==> config.mk <==
export PLATFORM = sky130hd
export DESIGN_NAME = serial_add_sub
export DESIGN_NICKNAME = d
export VERILOG_FILES = /design/src/rtl/serial_add_sub.sv
export SDC_FILE = /design/constraint.sdc
export NUM_CORES = 1
export LEC_CHECK = 0
export CELL_PAD_IN_SITES_DETAIL_PLACEMENT = 0
export CELL_PAD_IN_SITES_GLOBAL_PLACEMENT = 1
export CORE_AREA = 10 10 105 107
export DETAILED_ROUTE_END_ITERATION = 8
export DIE_AREA = 0 0 115 117
export PLACE_DENSITY = 0.8
export SKIP_LAST_GASP = 1
export SYNTH_ARGS = -nofsm -noshare
export SYNTH_HDL_FRONTEND = slang
export SYNTH_SLANG_ARGS = --single-unit
==> constraint.sdc <==
create_clock -name clk -period 1.9 [get_ports clk]
set_input_delay 0.285 -clock clk [delete_from_list [all_inputs] [get_ports clk]]
set_output_delay 0.285 -clock clk [all_outputs]
set_load 0.02 [all_outputs]
==> src/rtl/serial_add_sub.sv <==
// Digit-serial adder/subtractor: processes DIGIT bits per cycle, LSB first, with
// valid/ready handshakes on the operand and result sides.
module serial_add_sub #(
    parameter int WIDTH = 16,
    parameter int DIGIT = 4
) (
    input  logic             clk,
    input  logic             rst,
    input  logic             in_valid,
    output logic             in_ready,
    input  logic [WIDTH-1:0] a,
    input  logic [WIDTH-1:0] b,
    input  logic             ci,
    input  logic             sub,
    output logic             out_valid,
    input  logic             out_ready,
    output logic [WIDTH-1:0] s,
    output logic             co,
    output logic             ovf
);

    localparam int NDIG = WIDTH / DIGIT;
    localparam int CW   = (NDIG > 1) ? $clog2(NDIG) : 1;

    generate
        if ((DIGIT < 1) || (WIDTH % DIGIT != 0)) begin : g_bad_digit
            $error("serial_add_sub: WIDTH must be a non-zero multiple of DIGIT");
        end
    endgenerate

    typedef enum logic [1:0] {
        IDLE,
        RUN,
        HOLD
    } state_t;

    state_t           state;
    state_t           state_next;
    logic [WIDTH-1:0] a_reg;
    logic [WIDTH-1:0] b_reg;
    logic [WIDTH-1:0] res_reg;
    logic [WIDTH-1:0] res_next;
    logic             carry;
    logic [CW-1:0]    cnt;
    logic             last_digit;
    logic             accept;
    logic [DIGIT:0]   digit_sum;
    logic             msb_carry_in;

    assign accept     = in_valid && in_ready;
    assign last_digit = (cnt == CW'(NDIG - 1));

    // One digit slice of the add; the carry into the slice's top bit is recovered
    // from the sum bit so the MSB carry-in is available for overflow on the last digit.
    always_comb begin
        digit_sum    = {1'b0, a_reg[DIGIT-1:0]} + {1'b0, b_reg[DIGIT-1:0]}
                     + {{DIGIT{1'b0}}, carry};
        msb_carry_in = digit_sum[DIGIT-1] ^ a_reg[DIGIT-1] ^ b_reg[DIGIT-1];
        res_next     = (res_reg >> DIGIT)
                     | (WIDTH'(digit_sum[DIGIT-1:0]) << (WIDTH - DIGIT));
    end

    always_ff @(posedge clk) begin
        if (rst) begin
            state <= IDLE;
        end else begin
            state <= state_next;
        end
    end

    always_comb begin
        state_next = state;
        case (state)
            IDLE:    if (accept)     state_next = RUN;
            RUN:     if (last_digit) state_next = HOLD;
            HOLD:    if (out_ready)  state_next = IDLE;
            default: state_next = IDLE;
        endcase
    end

    always_comb begin
        in_ready  = (state == IDLE);
        out_valid = (state == HOLD);
    end

    // Subtraction is folded into addition by inverting B and the borrow at capture time.
    always_ff @(posedge clk) begin
        if (rst) begin
            a_reg   <= '0;
            b_reg   <= '0;
            res_reg <= '0;
            carry   <= 1'b0;
            cnt     <= '0;
            s       <= '0;
            co      <= 1'b0;
            ovf     <= 1'b0;
        end else begin
            case (state)
                IDLE: begin
                    if (accept) begin
                        a_reg <= a;
                        b_reg <= b ^ {WIDTH{sub}};
                        carry <= ci ^ sub;
                        cnt   <= '0;
                    end
                end
                RUN: begin
                    a_reg   <= a_reg >> DIGIT;
                    b_reg   <= b_reg >> DIGIT;
                    res_reg <= res_next;
                    carry   <= digit_sum[DIGIT];
                    cnt     <= cnt + CW'(1);
                    if (last_digit) begin
                        s   <= res_next;
                        co  <= digit_sum[DIGIT];
                        ovf <= msb_carry_in ^ digit_sum[DIGIT];
                    end
                end
                default: begin
                end
            endcase
        end
    end

endmodule

==> flow_summary.json, run 1 <==
{
  "core-area_mm2": 0.00902,
  "r2r_slack_ns": 0.09,
  "synthesis.nets": 420,
  "grt_pass1_wl_um": 12100,
  "die_y_um": 117,
  "die-area_mm2": 0.0135,
  "critPathMaxFanout": 7,
  "outcome": "complete, no violations",
  "worstHoldStart": "rst",
  "timing.rr.end": "ovf",
  "syn-cell-area_mm2": 0.00298,
  "num_antenna_cells": 0,
  "drc": 0,
  "crit_end": "in_ready",
  "drive_gt1_frac": 0.0968,
  "async_reset_ff_frac": 0,
  "holdBufCountCts": 0,
  "startpoint": "state[0]",
  "finalSetupViolations": 0,
  "p_total_mw": 3.43,
  "fin_ws_ns": 0.0851,
  "numClockSinks": 67,
  "routed_wl_um": 7170,
  "synth_top_area_cell": "dfxtp_1",
  "post-route-period-util": 0.955,
  "syn_to_final_growth_pct": 31.8,
  "period_minus_slack_ns": 1.81,
  "grt_pass1_vias": 2605,
  "post_cts_buffers": 0,
  "cts_made_buffers": 9,
  "crit_type": "reg2out",
  "grt_overflow": 0,
  "place_ws_ns": -0.000951,
  "clock_path_buffers": 2,
  "dr.pass1.iters": 4,
  "fin_skew_ns": 0.00583,
  "grt_usage": 0.107,
  "finalCoreUtilization": 0.435,
  "vias": 2577,
  "clkLatencyLatePin_ns": 0.34,
  "ys_ff_latch": 67,
  "setup-tns-final_ns": 0,
  "synth_edf_count": 0,
  "drtAntennaViolNets": 0,
  "nets": 473,
  "wl_per_cell_um": 13.1,
  "crit_slowest_cell": "clkdlybuf4s50_1",
  "synth.top_cells.by_area": "dfxtp_1, nor2_1, a21oi_1, nand2_1, a22oi_1",
  "rows": 35,
  "avgSynthCellArea_um2": 7.92,
  "crit_chain": "nor2_1, clkdlybuf4s50_1",
  "final_area_mm2": 0.00393,
  "start_util": 0.330,
  "synth_most_common_cell": "nor2_1",
  "start_kind": "flip-flop",
  "fillers": 926,
  "worstPathRequired_ns": 1.62,
  "cts_tree": "yes",
  "r2r.worst_path.cells": 8,
  "cts-root-buf": "clkbuf_8",
  "worst-slew-pin-transition_ns": 0.475,
  "netlist_top_cells_count": "nor2_1, dfxtp_1, a21oi_1, nand2_1, a22oi_1",
  "cp.arrival_ns": 1.53,
  "worstReg2RegStart": "carry",
  "gp_congestion": 0.782,
  "antenna_found_initial": 0,
  "viasPerCell": 4.73,
  "crit_path_end_kind": "primary output",
  "max_cap_viol_count": 0,
  "p_per_area_mw_per_mm2": 875,
  "rsz0062_at_grt": "true",
  "clk_pin_slew_ns": 0.07,
  "grt_start_max_net_pins": 37,
  "yosysSeqAreaShare": 0.450,
  "synthCells": 376,
  "slew_viol_final": 0,
  "synthFlopType": "dfxtp_1",
  "drtIter0Drc": 155,
  "leakage_nw": 1.52,
  "fmax_mhz": 551,
  "htree_levels": 3,
  "hold_viol_final": 0,
  "num_io_pins": 58,
  "port_buffers": 57,
  "post_dp_cell_area_mm2": 0.00366,
  "max_stage_delay_ns": 0.63,
  "ir_drop_mv": 0.346,
  "netlist-cell-type-count": 28,
  "hpwl_um": 5190,
  "slew_headroom": 0.683,
  "synth_top_area_share": 0.450,
  "ys_warn_count": 0,
  "dieWidth_um": 115,
  "hold_path_class": "in2reg"
}
## placed cells by master (no fill, tap or decap), types with 2 or more instances in the layout
| cell | count |
|---|---|
| nor2_1 | 78 |
| dfxtp_1 | 65 |
| clkdlybuf4s50_1 | 55 |
| a21oi_1 | 53 |
| nand2_1 | 52 |
| a22oi_1 | 21 |
| xor2_1 | 17 |
| buf_4 | 14 |
| nor2b_1 | 13 |
| nor3_1 | 12 |
| clkbuf_8 | 10 |
| xnor2_1 | 5 |
| nand2b_1 | 4 |
| ha_1 | 4 |
| a211oi_1 | 3 |
| bufinv_16 | 3 |
| inv_1 | 2 |
| and2_1 | 2 |
| fa_2 | 2 |
| dfxtp_2 | 2 |
## worst min-delay path by stage
stage             endpoint  cells past startpoint
2_1_floorplan         s[0]                      2
3_3_place_gp          s[5]                      2
3_5_place_dp          s[0]                      2
4_1_cts        res_reg[12]                      2
5_1_grt              s[15]                      2
6_report             s[15]                      2
## metrics by stage
stage                     hold WS, ns  cells
after floorplan                 0.432    376
after global placement          0.444    529
after detailed placement        0.446    529
after CTS                       0.303    545
after global routing            0.326    545
final                           0.325    545
## cell families (layout without fill, tap and decap cells)
family / Yosys count / after routing / share of synthesized area
compound gates: 82 / 82 / 0.165
flops: 67 / 67 / 0.450
xor+xnor: 22 / 22 / 0.0647
fa+ha+maj: 6 / 6 / 0.0302
buf+inv: 33 / 91 / 0.0542
simple gates: 166 / 166 / 0.235
## metal layers
| layer | track usage | part of all wire | wire [µm] |
|---|---|---|---|
| met1 | 0.127 | 0.46 | 3280 |
| met2 | 0.170 | 0.46 | 3290 |
| met3 | 0.0449 | 0.072 | 515 |
| met4 | 0.0338 | 0.012 | 85 |
| met5 | 0 | 0 | 0 |
## critical path: cells and delay by family (launching register included)
family,cells,cell delay [ns]
buf+inv,1,0.63
flops,1,0.38
simple gates,1,0.17
## repair_timing
item	CTS	global route
pin swaps	0	4
gates resized for setup	2	6
hold endpoints to repair	0	0
setup endpoints to repair	3	2
## power by group
group / switching [mW] / internal (mW)
Clock: 0.547 / 0.910
Combinational: 0.236 / 0.226
Sequential: 0.0445 / 1.47
Total: 0.827 / 2.61
## layout make-up
| class | count | area, µm² | share of cell area |
|---|---|---|---|
| Clock buffer | 10 | 138 | 0.0351 |
| Timing Repair Buffer | 72 | 689 | 0.176 |
| Sequential cell | 67 | 1340 | 0.342 |
| Clock inverter | 6 | 111 | 0.0284 |
| Inverter | 3 | 11.3 | 0.00287 |
| Tap cell | 111 | 139 | 0.0354 |
| Multi-Input combinational cell | 276 | 1490 | 0.380 |
Power figures use the tool's default switching activity.
==> run 2, diff against run 1 <==
Settings changed: CTS_CLUSTER_SIZE from default to 40.
==> results of run 2 <==
Final layout, timing and power as in run 1 (identical DEF).
==> run 3, diff against run 2 <==
Settings changed: ABC_AREA from default to 1, CELL_PAD_IN_SITES_DETAIL_PLACEMENT 0 to 1.
==> flow_summary.json, run 3 <==
{
  "setup-tns-final_ns": 0,
  "rsz0062_at_grt": "true",
  "grt_overflow": 0,
  "leakage_nw": 1.59,
  "ys_ff_latch": 67,
  "drc": 0,
  "num_io_pins": 58,
  "syn_to_final_growth_pct": 30.0,
  "drtIter0Drc": 74,
  "grt_pass1_vias": 2747,
  "die_y_um": 117,
  "max_stage_delay_ns": 0.64,
  "crit_path_end_kind": "primary output",
  "syn-cell-area_mm2": 0.00295,
  "synth.top_cells.by_area": "dfxtp_1, nand2_1, nor2_1, a21oi_1, inv_1",
  "grt_start_max_net_pins": 29,
  "cp.arrival_ns": 1.52,
  "gp_congestion": 0.761,
  "netlist_top_cells_count": "nand2_1, dfxtp_1, nor2_1, inv_1, a21oi_1",
  "p_per_area_mw_per_mm2": 836,
  "drtAntennaViolNets": 0,
  "crit_slowest_cell": "clkdlybuf4s50_1",
  "dieWidth_um": 115,
  "startpoint": "state[1]",
  "routed_wl_um": 7700,
  "outcome": "complete, no violations",
  "wl_per_cell_um": 14.2,
  "hold_path_class": "reg2reg",
  "fillers": 1103,
  "post-route-period-util": 0.948,
  "ir_drop_mv": 0.273,
  "critPathBufInv": 1,
  "start_kind": "flip-flop",
  "worstReg2RegStart": "a_reg[0]",
  "cts_tree": "yes",
  "max_cap_viol_count": 0,
  "grt_pass1_wl_um": 12900,
  "fmax_mhz": 555,
  "ys_warn_count": 0,
  "synthCells": 371,
  "p_total_mw": 3.20,
  "crit_type": "reg2out",
  "cts_made_buffers": 9,
  "slew_viol_final": 0,
  "synthFlopType": "dfxtp_1",
  "rows": 35,
  "layout_commonest_cell": "nand2_1",
  "dr.pass1.iters": 4,
  "core-area_mm2": 0.00902,
  "hold_viol_final": 0,
  "synth_edf_count": 0,
  "drive_gt1_frac": 0.104,
  "worstHoldStart": "a_reg[12]",
  "port_buffers": 57,
  "vias": 2575,
  "yosysSeqAreaShare": 0.455,
  "fin_skew_ns": 0.00747,
  "nets": 472,
  "avgSynthCellArea_um2": 7.95,
  "synth_top_area_share": 0.455,
  "crit_chain": "nor2_2, clkdlybuf4s50_1",
  "start_util": 0.327,
  "path_delay_family": "buffers and inverters",
  "clock_path_buffers": 2,
  "synthesis.nets": 415,
  "antenna_found_initial": 0,
  "hpwl_um": 5840,
  "clk_pin_slew_ns": 0.07,
  "slew_headroom": 0.715,
  "post_cts_buffers": 0,
  "critPathMaxFanout": 3,
  "cts-root-buf": "clkbuf_8",
  "worst-slew-pin-transition_ns": 0.427,
  "r2r_slack_ns": 0.14,
  "num_antenna_cells": 0,
  "clkLatencyLatePin_ns": 0.34,
  "htree_levels": 3,
  "synth_most_common_cell": "nand2_1",
  "mostFrequentLayoutCells": "nand2_1, dfxtp_1, clkdlybuf4s50_1",
  "finalSetupViolations": 0,
  "die-area_mm2": 0.0135,
  "synth_top_area_cell": "dfxtp_1",
  "grt_usage": 0.118,
  "netlist-cell-type-count": 29,
  "worstPathRequired_ns": 1.62,
  "period_minus_slack_ns": 1.80,
  "viasPerCell": 4.73,
  "numClockSinks": 67,
  "async_reset_ff_frac": 0
}
run 3: metrics by stage:
step | cell area (µm²) | instances | util | hold WS [ns] | worst slack, ns
after floorplan | 2950 | 371 | - | 0.429 | 0.232
after global placement | 3630 | 528 | 0.402 | 0.440 | 0.153
after detailed placement | 3630 | 528 | 0.402 | 0.461 | 0.0414
after CTS | 3820 | 544 | 0.424 | 0.471 | 0.0187
after global routing | 3830 | 544 | 0.425 | 0.500 | -0.00541
final | 3830 | 544 | 0.425 | 0.469 | 0.0983
run 3: cells by family after synthesis:
kind of cell | synth area share
AND/OR/NAND/NOR | 0.182
AO/OA/AOI/OAI | 0.184
flip-flops | 0.455
buffers and inverters | 0.0955
XOR/XNOR | 0.0535
adder cells (fa/ha/maj) | 0.0305
run 3: layout make-up:
cell class              count  area [µm²]  share of cell area
multi-input cells         242        1330               0.347
clock inverters             4        50.0              0.0131
well taps                 111         139              0.0362
clock buffers              12         145              0.0379
inverters                  39         146              0.0382
repair buffers             69         676               0.176
flip-flops and latches     67        1350               0.351
run 3: where the power goes:
part / switching, mW / internal, mW / total (mW) / leakage [nW]
Combinational: 0.267 / 0.227 / 0.495 / 0.948
Clock: 0.532 / 0.640 / 1.17 / 0.0926
Sequential: 0.0493 / 1.49 / 1.54 / 0.549
run 3: layer usage:
metal  wire length [µm]  up-vias  GRT usage
met5                  0        -          0
met4                 53        0     0.0314
met3                439        7     0.0454
met2               3770       57      0.204
met1               3440     1199      0.132
li1                   -     1312          -
run 3: timing repair:
item | in CTS | in global routing
resized for setup | 0 | 6
endpoints found under the setup margin | 0 | 2
hold buffers | 0 | 0
run 3: path summary, 6_finish.rpt:
path | end | depth (start not counted)
setup / recovery | in_ready | 2
hold / removal | a_reg[12] | 2
setup reg to reg | ovf | 13
hold reg to reg | a_reg[12] | 2
run 3: worst register-to-register path, delay by kind of cell (launching register included):
family                   cells  cell delay [ns]
adder cells (fa/ha/maj)      2             0.58
flip-flops                   1             0.36
buffers and inverters        4             0.22
AND/OR/NAND/NOR              7             0.52
